<file path="config.mk">
export PLATFORM = sky130hd
export DESIGN_NAME = button_debounce
export DESIGN_NICKNAME = d
export VERILOG_FILES = /design/src/rtl/debounce_pkg.sv /design/src/rtl/debounce_chan.sv /design/src/rtl/button_debounce.sv
export SDC_FILE = /design/constraint.sdc
export NUM_CORES = 1
export LEC_CHECK = 0
export ABC_AREA = 1
export BUFFER_PORTS_ARGS = -buffer_cell sky130_fd_sc_hd__buf_2
export CAP_MARGIN = 20
export CORE_UTILIZATION = 35
export CTS_CLUSTER_SIZE = 12
export DETAILED_ROUTE_END_ITERATION = 10
export PLACE_DENSITY = 0.61
export SLEW_MARGIN = 10
export SYNTH_ARGS = -nofsm -noshare
export SYNTH_HDL_FRONTEND = slang
export SYNTH_SLANG_ARGS = --single-unit
export TNS_END_PERCENT = 30
</file>
<file path="constraint.sdc">
create_clock -name clk -period 6.7 [get_ports clk]
set_input_delay 1.005 -clock clk [delete_from_list [all_inputs] [get_ports clk]]
set_output_delay 1.005 -clock clk [all_outputs]
set_load 0.01 [all_outputs]
</file>
<file path="src/rtl/debounce_pkg.sv">
// Shared definitions for the push-button debouncer: channel FSM states,
// default timing constants (50 MHz clock) and the counter sizing helper.
package debounce_pkg;

  // 20 ms of stable input at 50 MHz before a level change is accepted
  localparam int DEFAULT_STABLE_CYCLES = 1000000;
  // 1 s of continuous hold at 50 MHz before a long-press event
  localparam int DEFAULT_LONG_CYCLES   = 50000000;

  typedef enum logic [1:0] {
    RELEASED     = 2'd0,
    PRESS_WAIT   = 2'd1,
    PRESSED      = 2'd2,
    RELEASE_WAIT = 2'd3
  } deb_state_t;

  // Counter width able to hold the larger of the two cycle limits.
  function automatic int counter_width(input int stable_cycles, input int long_cycles);
    int largest;
    largest = (stable_cycles > long_cycles) ? stable_cycles : long_cycles;
    if (largest < 1) begin
      return 1;
    end
    return $clog2(largest + 1);
  endfunction

endpackage

</file>
<file path="src/rtl/debounce_chan.sv">
// One debounced button channel: two-flop synchronizer, four-state
// qualification FSM, registered press/release strobes.
// Long-press detection is built only when BUTTON_LONG_PRESS_EN is defined;
// otherwise long_press_pulse is tied low and no hold counter exists.
module debounce_chan
  import debounce_pkg::*;
#(
  parameter int STABLE_CYCLES = DEFAULT_STABLE_CYCLES,
  parameter int LONG_CYCLES   = DEFAULT_LONG_CYCLES
) (
  input  logic clk,
  input  logic reset,
  input  logic btn_n,
  output logic level,
  output logic press_pulse,
  output logic release_pulse,
  output logic long_press_pulse
);

  localparam int               CNT_W       = counter_width(STABLE_CYCLES, LONG_CYCLES);
  localparam logic [CNT_W-1:0] CNT_SAT     = '1;
  // The cycle that enters a *_WAIT state already counts as the first stable
  // sample, so the level flips when the incremented count hits this value.
  localparam logic [CNT_W-1:0] STABLE_LAST = CNT_W'(STABLE_CYCLES - 1);

  logic [1:0]       sync_reg;
  logic             sample;
  deb_state_t       state_reg, state_next;
  logic [CNT_W-1:0] cnt_reg, cnt_next, cnt_inc;
  logic             stable_done;
  logic             press_reg, press_next;
  logic             release_reg, release_next;

  // Synchronize the raw pin; preset to released so reset never fakes a press
  always_ff @(posedge clk) begin
    if (reset) begin
      sync_reg <= 2'b11;
    end else begin
      sync_reg <= {sync_reg[0], btn_n};
    end
  end

  assign sample      = ~sync_reg[1];
  assign cnt_inc     = (cnt_reg == CNT_SAT) ? cnt_reg : cnt_reg + CNT_W'(1);
  assign stable_done = (cnt_inc >= STABLE_LAST);

  // Next-state, stability counter and strobe decisions
  always_comb begin
    state_next   = state_reg;
    cnt_next     = cnt_reg;
    press_next   = 1'b0;
    release_next = 1'b0;
    case (state_reg)
      RELEASED: begin
        cnt_next = '0;
        if (sample) begin
          state_next = PRESS_WAIT;
        end
      end
      PRESS_WAIT: begin
        if (!sample) begin
          state_next = RELEASED;
          cnt_next   = '0;
        end else if (stable_done) begin
          state_next = PRESSED;
          cnt_next   = '0;
          press_next = 1'b1;
        end else begin
          cnt_next = cnt_inc;
        end
      end
      PRESSED: begin
        cnt_next = '0;
        if (!sample) begin
          state_next = RELEASE_WAIT;
        end
      end
      RELEASE_WAIT: begin
        if (sample) begin
          state_next = PRESSED;
          cnt_next   = '0;
        end else if (stable_done) begin
          state_next   = RELEASED;
          cnt_next     = '0;
          release_next = 1'b1;
        end else begin
          cnt_next = cnt_inc;
        end
      end
      default: begin
        state_next = RELEASED;
        cnt_next   = '0;
      end
    endcase
  end

  // State, counter and strobe registers
  always_ff @(posedge clk) begin
    if (reset) begin
      state_reg   <= RELEASED;
      cnt_reg     <= '0;
      press_reg   <= 1'b0;
      release_reg <= 1'b0;
    end else begin
      state_reg   <= state_next;
      cnt_reg     <= cnt_next;
      press_reg   <= press_next;
      release_reg <= release_next;
    end
  end

  assign level         = (state_reg == PRESSED) || (state_reg == RELEASE_WAIT);
  assign press_pulse   = press_reg;
  assign release_pulse = release_reg;

`ifdef BUTTON_LONG_PRESS_EN
  localparam logic [CNT_W-1:0] LONG_LAST = CNT_W'(LONG_CYCLES - 1);
  localparam logic [CNT_W-1:0] LONG_FULL = CNT_W'(LONG_CYCLES);

  logic [CNT_W-1:0] hold_reg, hold_next;
  logic             long_reg, long_next;

  // Hold counter: runs in PRESSED, pauses during release bounce, clears otherwise;
  // it parks at LONG_FULL so the strobe fires once per press
  always_comb begin
    hold_next = hold_reg;
    long_next = 1'b0;
    case (state_reg)
      PRESSED: begin
        if (hold_reg != LONG_FULL) begin
          hold_next = hold_reg + CNT_W'(1);
          long_next = (hold_reg == LONG_LAST);
        end
      end
      RELEASE_WAIT: begin
        hold_next = hold_reg;
      end
      default: begin
        hold_next = '0;
      end
    endcase
  end

  // Hold counter and long-press strobe registers
  always_ff @(posedge clk) begin
    if (reset) begin
      hold_reg <= '0;
      long_reg <= 1'b0;
    end else begin
      hold_reg <= hold_next;
      long_reg <= long_next;
    end
  end

  assign long_press_pulse = long_reg;
`else
  assign long_press_pulse = 1'b0;
`endif

endmodule

</file>
<file path="src/rtl/button_debounce.sv">
// Multi-channel push-button debouncer: replicates debounce_chan once per
// button. Long-press support is enabled by defining BUTTON_LONG_PRESS_EN.
module button_debounce
  import debounce_pkg::*;
#(
  parameter int NUM_BUTTONS   = 2,
  parameter int STABLE_CYCLES = DEFAULT_STABLE_CYCLES,
  parameter int LONG_CYCLES   = DEFAULT_LONG_CYCLES
) (
  input  logic                   clk,
  input  logic                   reset,
  input  logic [NUM_BUTTONS-1:0] btn_n_in,
  output logic [NUM_BUTTONS-1:0] btn_level,
  output logic [NUM_BUTTONS-1:0] press_pulse,
  output logic [NUM_BUTTONS-1:0] release_pulse,
  output logic [NUM_BUTTONS-1:0] long_press_pulse
);

  genvar gi;
  generate
    for (gi = 0; gi < NUM_BUTTONS; gi++) begin : g_chan
      debounce_chan #(
        .STABLE_CYCLES (STABLE_CYCLES),
        .LONG_CYCLES   (LONG_CYCLES)
      ) u_chan (
        .clk              (clk),
        .reset            (reset),
        .btn_n            (btn_n_in[gi]),
        .level            (btn_level[gi]),
        .press_pulse      (press_pulse[gi]),
        .release_pulse    (release_pulse[gi]),
        .long_press_pulse (long_press_pulse[gi])
      );
    end
  endgenerate

endmodule

</file>
==> results of run 1 <==
[worst max-delay path: stages (launching register included)]
cell	delay (ns)
dfxtp_1	0.38
ha_1	0.36
nand3_2	0.15
inv_2	0.08
nand2_2	0.10
nor2_4	0.06
nand2_2	0.50
nand3_1	0.14
nor2_1	0.18
nand2_1	0.10
nor3_1	0.33
nand4_1	0.68
a21oi_1	0.34
nor2_1	0.07
[cells by family after synthesis]
kind of cell,after synthesis,synth area share [%]
flip-flops,64,31.3
XOR/XNOR,8,1.71
AO/OA/AOI/OAI,49,9.71
adder cells (fa/ha/maj),2,0.611
other,1,0.0915
buffers and inverters,91,10.5
AND/OR/NAND/NOR,426,46.1
[layout make-up]
type                    count  area [µm²]
multi-input cells         499        2430
clock inverters             6        68.8
fillers                  1230        6930
inverters                  67         251
clock buffers              10         229
flip-flops and latches     64        1280
repair buffers              9        45.0
well taps                 143         179
[cells in the final DEF, fill, tap and decap left out, types with 6 or more instances in the layout]
master     count
nand3b_1       6
nor2_1        95
a21oi_1        8
dfxtp_1       64
conb_1        14
clkbuf_16      9
xor2_1         6
o21ai_0       11
o21bai_1       6
nand4_1       14
a211oi_2      17
inv_1         59
nand2_2        8
buf_2          9
nand2_1      218
nand3_1       46
nor2_2        17
inv_2          7
[stage by stage]
stage | worst slack, ns | instance area, µm²
6_report | 3.10 | 4490
5_1_grt | 2.76 | 4490
3_5_place_dp | 3.15 | 4190
2_1_floorplan | 4.39 | 4150
4_1_cts | 3.12 | 4490
3_3_place_gp | 3.21 | 4190
[worst paths after layout]
kind | from | end | slack (ns) | depth (start not counted)
worst min-delay path | g_chan[0].u_chan.sync_reg[0]$_SDFF_PP1_ | g_chan[0].u_chan.sync_reg[1]$_SDFF_PP1_ | 0.41 | 1
worst min register to register | g_chan[0].u_chan.sync_reg[0]$_SDFF_PP1_ | g_chan[0].u_chan.sync_reg[1]$_SDFF_PP1_ | 0.41 | 1
worst max register to register | g_chan[1].u_chan.cnt_reg[0]$_SDFF_PP0_ | flop | 3.10 | 13
worst max-delay path | g_chan[1].u_chan.cnt_reg[0]$_SDFF_PP0_ | flop | 3.10 | 13
[layer usage]
layer / up-vias / routed length (µm) / global-route usage, %
li1: 2018 / - / -
met1: 1785 / 4910 / 24.9
met2: 119 / 4380 / 26.9
met3: 17 / 591 / 5.29
met4: 0 / 184 / 6.39
met5: - / 0 / 0
[power by group through the flow]
stage | Sequential (W) | Combinational, W | Clock, W
2_1_floorplan | 0.000404 | 0.0000261 | 0
3_3_place_gp | 0.000406 | 0.0000274 | 0
3_5_place_dp | 0.000407 | 0.0000281 | 0
4_1_cts | 0.000399 | 0.0000280 | 0.000473
5_1_grt | 0.000400 | 0.0000327 | 0.000494
6_report | 0.000399 | 0.0000278 | 0.000468
==> results.md, run 1 <==
- CP Max Fanout: 29
- Clk pwr share: 52.3%
- Gate count of the mapped netlist: 641
- # hold bufs at CTS: 0
- Routed WL: 10100 µm
- Pre-antenna DRT Iters: 5
- # Post-CTS Setup Buffers: 0
- Setup Skew: 0.00806 ns
- Sequential fraction of the synthesis area: 31.3%
- Initial antenna violation count: 0
- IO Port Bufs: 9
- Max_cap viols: 0
- Combinational share of power: 3.1%
- Area grow syn2layout: 9.53%
- Tmin final: 3.60 ns
- Yosys reg bits: 64
- Sequential share of power: 44.6%
- Setup tns final: 0 ns
- DRT iter0 DRCs: 398
- Die Span Y: 110 µm
- Int Power: 0.000690 W
- Antenna diodes: 0
- # resized after CTS: 0
- Leakage power: 1.75 nW
- Cell taking the most area after synthesis: dfxtp_1
- CTS tree: done
- Post-synth top cells: nand2_1 (218), nor2_1 (95), dfxtp_1 (64)
- Startpoint Class: flop
- Dpl hpwl: 7510 µm
- Vias in the first global route: 3491
- Largest register FFs: 52
- Worst Hold Margin: 0.411 ns
- CTS root buffer: clkbuf_16
- Slew HR: 49.4%
- Placeable Area: 0.0114 mm²
- Worst slew pin tran: 0.757 ns
- Asr flop ratio synth: 0%
- CP arrival: 3.83 ns
- Util after Layout: 39.3%
- Largest net degree at the start of global routing: 30
- Share of the synthesized area in the top cell type: 31.3%
- Fin crit share: 53.8%
- WP data required: 6.93 ns
- Sw frac: 22.9%
- Maximum vdd drop: 165 µV
- Final hold violations: 0
- Hold Path Class: reg -> reg
- Via Count: 3939
- WS Path Type: reg -> reg
- Max Slew Vio Count: 0
- Worst-Skew Late Latency: 0.34 ns
- Status: finished clean
- H-Tree Level Count: 3
- Synthesized area per cell: 6.39 µm²
- Clk slew on worst S/H paths: 0.06 ns
- Die width: 110 µm
- Pwr/cell area: 199 mW/mm²
- Total Routing Usage GR: 18.1%
- Share of layout cells above drive strength 1: 13.9%
- Post-synth EDFFs: 0
- Placed Cells incl. Taps: 782
- CTS Buffer Depth: 2
- Most frequent cell after synthesis: nand2_1
- Total CTS buffers: 9
- Mapped Area: 0.00410 mm²
- Num rows: 39
- Ys flop type: dfxtp_1
- Final nets: 656
- Non-filler instance count after layout: 798
- Routed Antenna Nets: 0
- Total grt overflow: 0
- Starting Density: 35.9%
- Final setup viols: 0
- GP Congestion: 0.903
- Sw power: 0.000204 W
- Worst Setup End Kind: flop
- Drt drc: 0
- # IOs: 12
- Die ar.: 0.0121 mm²
- RSZ-0062 raised after global routing: false
- Total Power: 0.000894 W
- Synth unique cells: 35
- Wire per inst: 12.6 µm
- Vias per Instance: 4.94
- Synth top area cells: dfxtp_1 (31%), nand2_1 (20%), nor2_1 (8.7%)
- Fmax: 278 MHz
- # clock sinks: 64
- First-pass GRT wire length: 16600 µm
- Yosys warning count: 0
No activity file was read; power rests on OpenSTA's default activity.
==> run 2: changes to the inputs <==
--- a/config.mk
+++ b/config.mk
@@ -5,13 +5,13 @@
 export SDC_FILE = /design/constraint.sdc
 export NUM_CORES = 1
 export LEC_CHECK = 0
-export ABC_AREA = 1
+export ABC_AREA = 0
 export BUFFER_PORTS_ARGS = -buffer_cell sky130_fd_sc_hd__buf_2
 export CAP_MARGIN = 20
 export CORE_UTILIZATION = 35
 export CTS_CLUSTER_SIZE = 12
 export DETAILED_ROUTE_END_ITERATION = 10
-export PLACE_DENSITY = 0.61
+export PLACE_DENSITY = 0.63
 export SLEW_MARGIN = 10
 export SYNTH_ARGS = -nofsm -noshare
 export SYNTH_HDL_FRONTEND = slang
==> constraint.sdc (replaced) <==
create_clock -name clk -period 3 [get_ports clk]
set_input_delay 0.45 -clock clk [delete_from_list [all_inputs] [get_ports clk]]
set_output_delay 0.45 -clock clk [all_outputs]
set_load 0.01 [all_outputs]
==> results.md, run 2 <==
- RSZ-0062 raised after global routing: true
- Sw frac: 20.7% (-2.1 points)
- First-pass GRT wire length: 11200 µm (-33%)
- Dpl hpwl: 4610 µm (-39%)
- Most frequent cell after synthesis: nor2_1
- H-Tree Level Count: 3 (unchanged)
- Pwr/cell area: 439 mW/mm² (+120%)
- Die ar.: 0.00980 mm² (-19%)
- Largest net degree at the start of global routing: 16 (-47%)
- Final nets: 427 (-35%)
- GP Congestion: 0.853 (-5.6%)
- Total Routing Usage GR: 14.3% (-3.8 points)
- Mapped Area: 0.00329 mm² (-20%)
- CTS tree: done
- Worst-Skew Late Latency: 0.34 ns (about the same)
- Synth top area cells: dfxtp_1 (39%), nor2_1 (7.4%), xnor2_1 (6.6%)
- Max Slew Vio Count: 0 (unchanged)
- Most frequent cells in the layout: nor2_1 (65), dfxtp_1 (63), buf_4 (27)
- Vias in the first global route: 2633 (-25%)
- Final setup viols: 0 (unchanged)
- IO Port Bufs: 9 (unchanged)
- Int Power: 0.00133 W (+93%)
- Status: finished clean
- Total grt overflow: 0 (unchanged)
- Final hold violations: 0 (unchanged)
- Synth Area in Compound Gates: 10.0% (+0.32 points)
- Sw power: 0.000349 W (+71%)
- Yosys warning count: 0 (unchanged)
- CTS root buffer: clkbuf_8
- Antenna diodes: 0 (unchanged)
- Util after Layout: 41.7% (+2.4 points)
- Commonest non-fill, non-tap cell in the layout: nor2_1
- Fillers: 920 (-25%)
- Total CTS buffers: 9 (unchanged)
- # hold bufs at CTS: 0 (unchanged)
- Die Span Y: 99 µm (-10%)
- Post-synth top cells: nor2_1 (65), dfxtp_1 (64), xnor2_1 (25)
- Worst Setup End Kind: flop
- Synth unique cells: 60 (+71%)
- Synthesized area per cell: 8.55 µm² (+34%)
- Startpoint Class: flop
- Clk slew on worst S/H paths: 0.07 ns (about the same)
- Placed Cells incl. Taps: 519 (-34%)
- Wire per inst: 11.5 µm (-8.6%)
- Yosys reg bits: 64 (unchanged)
- Fin crit share: 94.1% (+40 points)
- Clk pwr share: 46.7% (-5.6 points)
- Post-synthesis simple-gate area fraction: 31.4% (-15 points)
- Ys flop type: dfxtp_1
- Share of layout cells above drive strength 1: 19.3% (+5.4 points)
- Routed WL: 6180 µm (-39%)
- Vias per Instance: 5.03 (+1.8%)
- Starting Density: 35.8% (-0.066 points)
- # clock sinks: 64 (unchanged)
- Via Count: 2694 (-32%)
- Non-filler instance count after layout: 536 (-33%)
- WS Path Type: reg -> reg
- # IOs: 12 (unchanged)
- CP arrival: 3.09 ns (-0.74 ns)
- Share of the synthesized area in the top cell type: 38.9% (+7.6 points)
- Hold Path Class: in -> reg
- Pre-antenna DRT Iters: 4 (-1)
- Post-synth EDFFs: 0 (unchanged)
- Largest family of logic cells by synthesized area: simple AND/OR/NAND/NOR gates
- Multiplexer area fraction after synthesis: 3.27% (+3.3 points)
- Routed Antenna Nets: 0 (unchanged)
- Fmax: 354 MHz (+28%)
- Combinational share of power: 1.6% (-1.5 points)
- Area grow syn2layout: 16.4%
- Num rows: 35 (-10%)
- WP data required: 3.27 ns (-3.66 ns)
- Sequential share of power: 51.7% (+7.1 points)
- CP Max Fanout: 9 (-69%)
- Gate count of the mapped netlist: 385 (-40%)
- Tmin final: 2.82 ns (-0.778 ns)
- Cell taking the most area after synthesis: dfxtp_1
- Largest register FFs: 52 (unchanged)
- Placeable Area: 0.00920 mm² (-19%)
- Initial antenna violation count: 0 (unchanged)
- Post-Synth Adder-Cell Area: 1.06% (+0.45 points)
- CTS Buffer Depth: 2 (unchanged)
- Drt drc: 0 (unchanged)
- Die width: 99 µm (-10%)
- Sequential fraction of the synthesis area: 38.9% (+7.6 points)
- Synth Area in XOR/XNOR: 10.1% (+8.4 points)
- Maximum vdd drop: 219 µV (+33%)
- Asr flop ratio synth: 0% (unchanged)
- DRT iter0 DRCs: 63 (-84%)
- Setup Skew: 0.00927 ns (+0.00122 ns)
- Leakage power: 1.33 nW (-24%)
- Max_cap viols: 0 (unchanged)
- Total Power: 0.00168 W (+88%)
-- run 2: timing repair --
action                     CTS  global route
setup endpoints to repair    0            36
resized for setup            0             6
buffers inserted             0             2
-- run 2: worst paths after layout --
path | from | endpoint | slack [ns] | cells past startpoint
setup / recovery | g_chan[0].u_chan.cnt_reg[1]$_SDFF_PP0_ | g_chan[0].u_chan.cnt_reg[2]$_SDFF_PP0_ | 0.18 | 10
hold / removal | btn_n_in[0] | g_chan[0].u_chan.sync_reg[0]$_SDFF_PP1_ | 0.29 | 2
setup reg to reg | g_chan[0].u_chan.cnt_reg[1]$_SDFF_PP0_ | g_chan[0].u_chan.cnt_reg[2]$_SDFF_PP0_ | 0.18 | 10
hold reg to reg | g_chan[0].u_chan.sync_reg[0]$_SDFF_PP1_ | g_chan[0].u_chan.sync_reg[1]$_SDFF_PP1_ | 0.41 | 1
-- run 2: kinds of logic (layout without fill, tap and decap cells) --
family / count (synthesis) / count (layout)
AOI/OAI and AO/OA: 44 / 44
xor gates and xnor gates: 38 / 38
adders and majority gates: 3 / 3
buffers and inverters: 32 / 59
DFF: 64 / 64
muxes: 10 / 10
other: 1 / 14
and+or+nand+nor: 193 / 193
-- run 2: metal layers --
metal,global-route usage [%],wire length (µm),vias up
li1,-,-,1407
met1,17.0,3010,1249
met2,23.2,2880,29
met3,4.04,165,9
met4,8.27,112,0
met5,0,0,-
-- run 2: critical path, cell delays in order (launching register included) --
cell      delay [ns]
dfxtp_2         0.35
ha_2            0.20
nand3_1         0.10
or4_4           0.58
nor3_4          0.21
mux2_1          0.33
and3b_1         0.20
o211ai_1        0.11
a311o_1         0.32
buf_4           0.18
nor3_2          0.16
-- run 2: layout make-up --
type                       instances  area, µm²  share of cell area, %
clock buffer                       9        124                   3.23
tap                              111        139                   3.62
timing repair buffer              37        259                   6.76
clock inverter                     6       85.1                   2.22
multi-input combinational        302       1920                   50.0
inverter                           7       26.3                  0.686
sequential                        64       1280                   33.5
-- run 2: power groups by stage --
stage	logic (W)	clock network, W	registers, W
final	0.0000266	0.000785	0.000870
after global routing	0.0000308	0.000849	0.000872
after CTS	0.0000259	0.000820	0.000870
after detailed placement	0.0000258	0	0.000890
after global placement	0.0000251	0	0.000890
after floorplan	0.0000231	0	0.000888
-- run 2: through the flow --
step                      TNS [ns]  setup WS [ns]  cell area [µm²]  hold slack (ns)
final                            0          0.177             3830            0.295
after global routing        -0.114        -0.0225             3830            0.261
after CTS                        0         0.0599             3790            0.271
after detailed placement         0         0.0747             3580            0.395
after global placement           0          0.126             3580            0.391
after floorplan                  0         0.0407             3340            0.389
==> run 3: changes to the inputs <==
--- a/config.mk
+++ b/config.mk
@@ -6,7 +6,7 @@
 export NUM_CORES = 1
 export LEC_CHECK = 0
 export ABC_AREA = 0
-export BUFFER_PORTS_ARGS = -buffer_cell sky130_fd_sc_hd__buf_2
+export BUFFER_PORTS_ARGS = -buffer_cell sky130_fd_sc_hd__clkbuf_2
 export CAP_MARGIN = 20
 export CORE_UTILIZATION = 35
 export CTS_CLUSTER_SIZE = 12
==> results.md, run 3 (same netlist as run 2, synthesis figures left out) <==
- Clk slew on worst S/H paths: 0.07 ns (about the same)
- WHS Endpoint: g_chan[1].u_chan.sync_reg[0]$_SDFF_PP1_
- WP data required: 3.22 ns (-0.05 ns)
- Met2 Use GR: 23.6% (+0.43 points)
- Share of layout cells above drive strength 1: 19.5% (+0.19 points)
- CP Max Fanout: 11 (+2)
- M1 GR Usage: 16.7% (-0.32 points)
- Maximum vdd drop: 287 µV (+31%)
- CTS Buffer Depth: 2 (unchanged)
- GR Layer Usage met3: 4.33% (+0.28 points)
- Worst-Skew Late Latency: 0.34 ns (about the same)
- Levels on crit path: 11 (+1)
- Total Routing Usage GR: 14.2% (-0.097 points)
- # clock sinks: 64 (unchanged)
- Pwr/cell area: 429 mW/mm² (-2.2%)
- Critical path cell sequence: ha_2, nand3_1, or4_4, buf_4, nor3_4, nor3_1, a2bb2oi_1, o311ai_2, a311o_1, buf_4, nor2_1
- Commonest non-fill, non-tap cell in the layout: nor2_1
- GP Congestion: 0.854 (+0.16%)
- RSZ-0062 raised after global routing: true
- Startpoint Class: flop
- Worst path slowest cell: or4_4
- DRT iter0 DRCs: 51 (-19%)
- Worst Setup End Kind: flop
- Die Span Y: 99 µm (unchanged)
- Num rows: 35 (unchanged)
- Antenna diodes: 0 (unchanged)
- WHS Path Cells: 2 (unchanged)
- CTS tree: done
- H-Tree Level Count: 3 (unchanged)
- Fmax: 352 MHz (-0.63%)
- Worst Hold Margin: 0.287 ns (-0.00807 ns)
- Pre-antenna DRT Iters: 4 (unchanged)
- Most Crowded Layer GR: met2
- Most frequent cells in the layout: nor2_1 (65), dfxtp_1 (63), buf_4 (27)
- Hold Path Class: in -> reg
- Max Slew Vio Count: 0 (unchanged)
- Routed WL: 6190 µm (+0.29%)
- Largest register FFs: 52 (unchanged)
- Final nets: 427 (unchanged)
- Tmin final: 2.84 ns (+0.0180 ns)
- Total Power: 0.00164 W (-2.2%)
- CTS root buffer: clkbuf_8
- Largest net degree at the start of global routing: 16 (unchanged)
- Placeable Area: 0.00920 mm² (unchanged)
- Total CTS buffers: 9 (unchanged)
- CP arrival: 3.07 ns (-0.02 ns)
- Final hold violations: 0 (unchanged)
- Dpl hpwl: 4670 µm (+1.3%)
- IO Port Bufs: 9 (unchanged)
- Initial antenna violation count: 0 (unchanged)
- Dpl cell area: 0.00358 mm² (unchanged)
- Drt drc: 0 (unchanged)
- Hold path start: btn_n_in[1]
- Leakage power: 1.33 nW (-0.27%)
- WS Path Type: reg -> reg
- # IOs: 12 (unchanged)
- Routed Antenna Nets: 0 (unchanged)
- Fin area: 0.00383 mm² (about the same)
- Die ar.: 0.00980 mm² (unchanged)
- Setup Skew: 0.00934 ns (+0.0000703 ns)
- Vias per Instance: 4.99 (-0.70%)
- CP bufs+invs: 2 (+1)
- Crit path max-delay family: simple AND/OR/NAND/NOR gates
- R2R Path Start: g_chan[0].u_chan.cnt_reg[0]$_SDFF_PP0_
- Wire per inst: 11.5 µm (+0.10%)
- Fin crit share: 94.7% (+0.60 points)
- Total grt overflow: 0 (unchanged)
- Reg2reg setup slack: 0.16 ns (-0.02 ns)
- Max stage delay on crit path: 0.58 ns (about the same)
- Via Count: 2680 (-0.52%)
- Vias in the first global route: 2568 (-2.5%)
- Starting Density: 35.8% (unchanged)
- Die width: 99 µm (unchanged)
- FF-to-FF End: g_chan[0].u_chan.cnt_reg[15]$_SDFF_PP0_
- R2R depth: 11 (+1)
- First-pass GRT wire length: 11100 µm (-0.81%)
- Area grow syn2layout: 16.3% (about the same)
- Status: finished clean
- Max_cap viols: 0 (unchanged)
- Final setup viols: 0 (unchanged)
- Most used cell, CP: buf_4
## run 3: changes by cell type in the layout (fill, tap and decap cells not counted), sizes merged
cell,before,now
clkbuf,9,19
buf,37,28
clkinv,2,4
bufinv,2,1
clkinvlp,2,1
## run 3: worst reg2reg max path, cell delays in order (launching register included)
cell and delay [ns]:
dfxtp_1 0.35, ha_2 0.21, nand3_1 0.11, or4_4 0.58, buf_4 0.17, nor3_4 0.17
nor3_1 0.07, a2bb2oi_1 0.15, o311ai_2 0.40, a311o_1 0.27, buf_4 0.19, nor2_1 0.06
## run 3: where the power goes
group,internal (W),switching (W)
Combinational,0.0000119,0.0000146
Sequential,0.000862,0.00000864
Clock,0.000408,0.000339
## run 3: routing by layer
layer | vias to the layer above | routed length, µm
met4 | 0 | 125
met3 | 12 | 189
met1 | 1224 | 3050
met2 | 25 | 2830
met5 | - | 0
li1 | 1419 | -
## run 3: worst max-delay path by stage
stage | startpoint | end | slack [ns]
2_1_floorplan | g_chan[0].u_chan.cnt_reg[0]$_SDFF_PP0_ | flop | 0.04
4_1_cts | g_chan[0].u_chan.cnt_reg[1]$_SDFF_PP0_ | flop | 0.05
3_3_place_gp | g_chan[0].u_chan.cnt_reg[1]$_SDFF_PP0_ | flop | 0.13
5_1_grt | g_chan[1].u_chan.cnt_reg[1]$_SDFF_PP0_ | g_chan[1].u_chan.cnt_reg[17]$_SDFF_PP0_ | -0.01
6_report | g_chan[0].u_chan.cnt_reg[0]$_SDFF_PP0_ | g_chan[0].u_chan.cnt_reg[15]$_SDFF_PP0_ | 0.16
3_5_place_dp | g_chan[0].u_chan.cnt_reg[1]$_SDFF_PP0_ | flop | 0.07
## run 3: final cells by class
class	instances	area [µm²]
tap	111	139
clock inverter	6	68.8
fill	933	5370
timing repair buffer	37	259
multi-input combinational	302	1920
inverter	7	26.3
sequential	64	1280
clock buffer	10	138
## run 3: repair_timing
action,CTS,global route
resized for setup,0,6
hold endpoints to repair,0,0
setup endpoints to repair,0,33
setup buffers,0,2
hold buffers,0,0
## run 3: per-stage QoR
stage / TNS (ns) / worst slack [ns] / utilization, % / std cells
after detailed placement: 0 / 0.0691 / 38.9 / 519
after floorplan: 0 / 0.0407 / - / 398
after global routing: -0.0116 / -0.0116 / 41.6 / 537
after global placement: 0 / 0.131 / 38.9 / 519
final: 0 / 0.159 / 41.6 / 537
after CTS: 0 / 0.0455 / 41.2 / 535
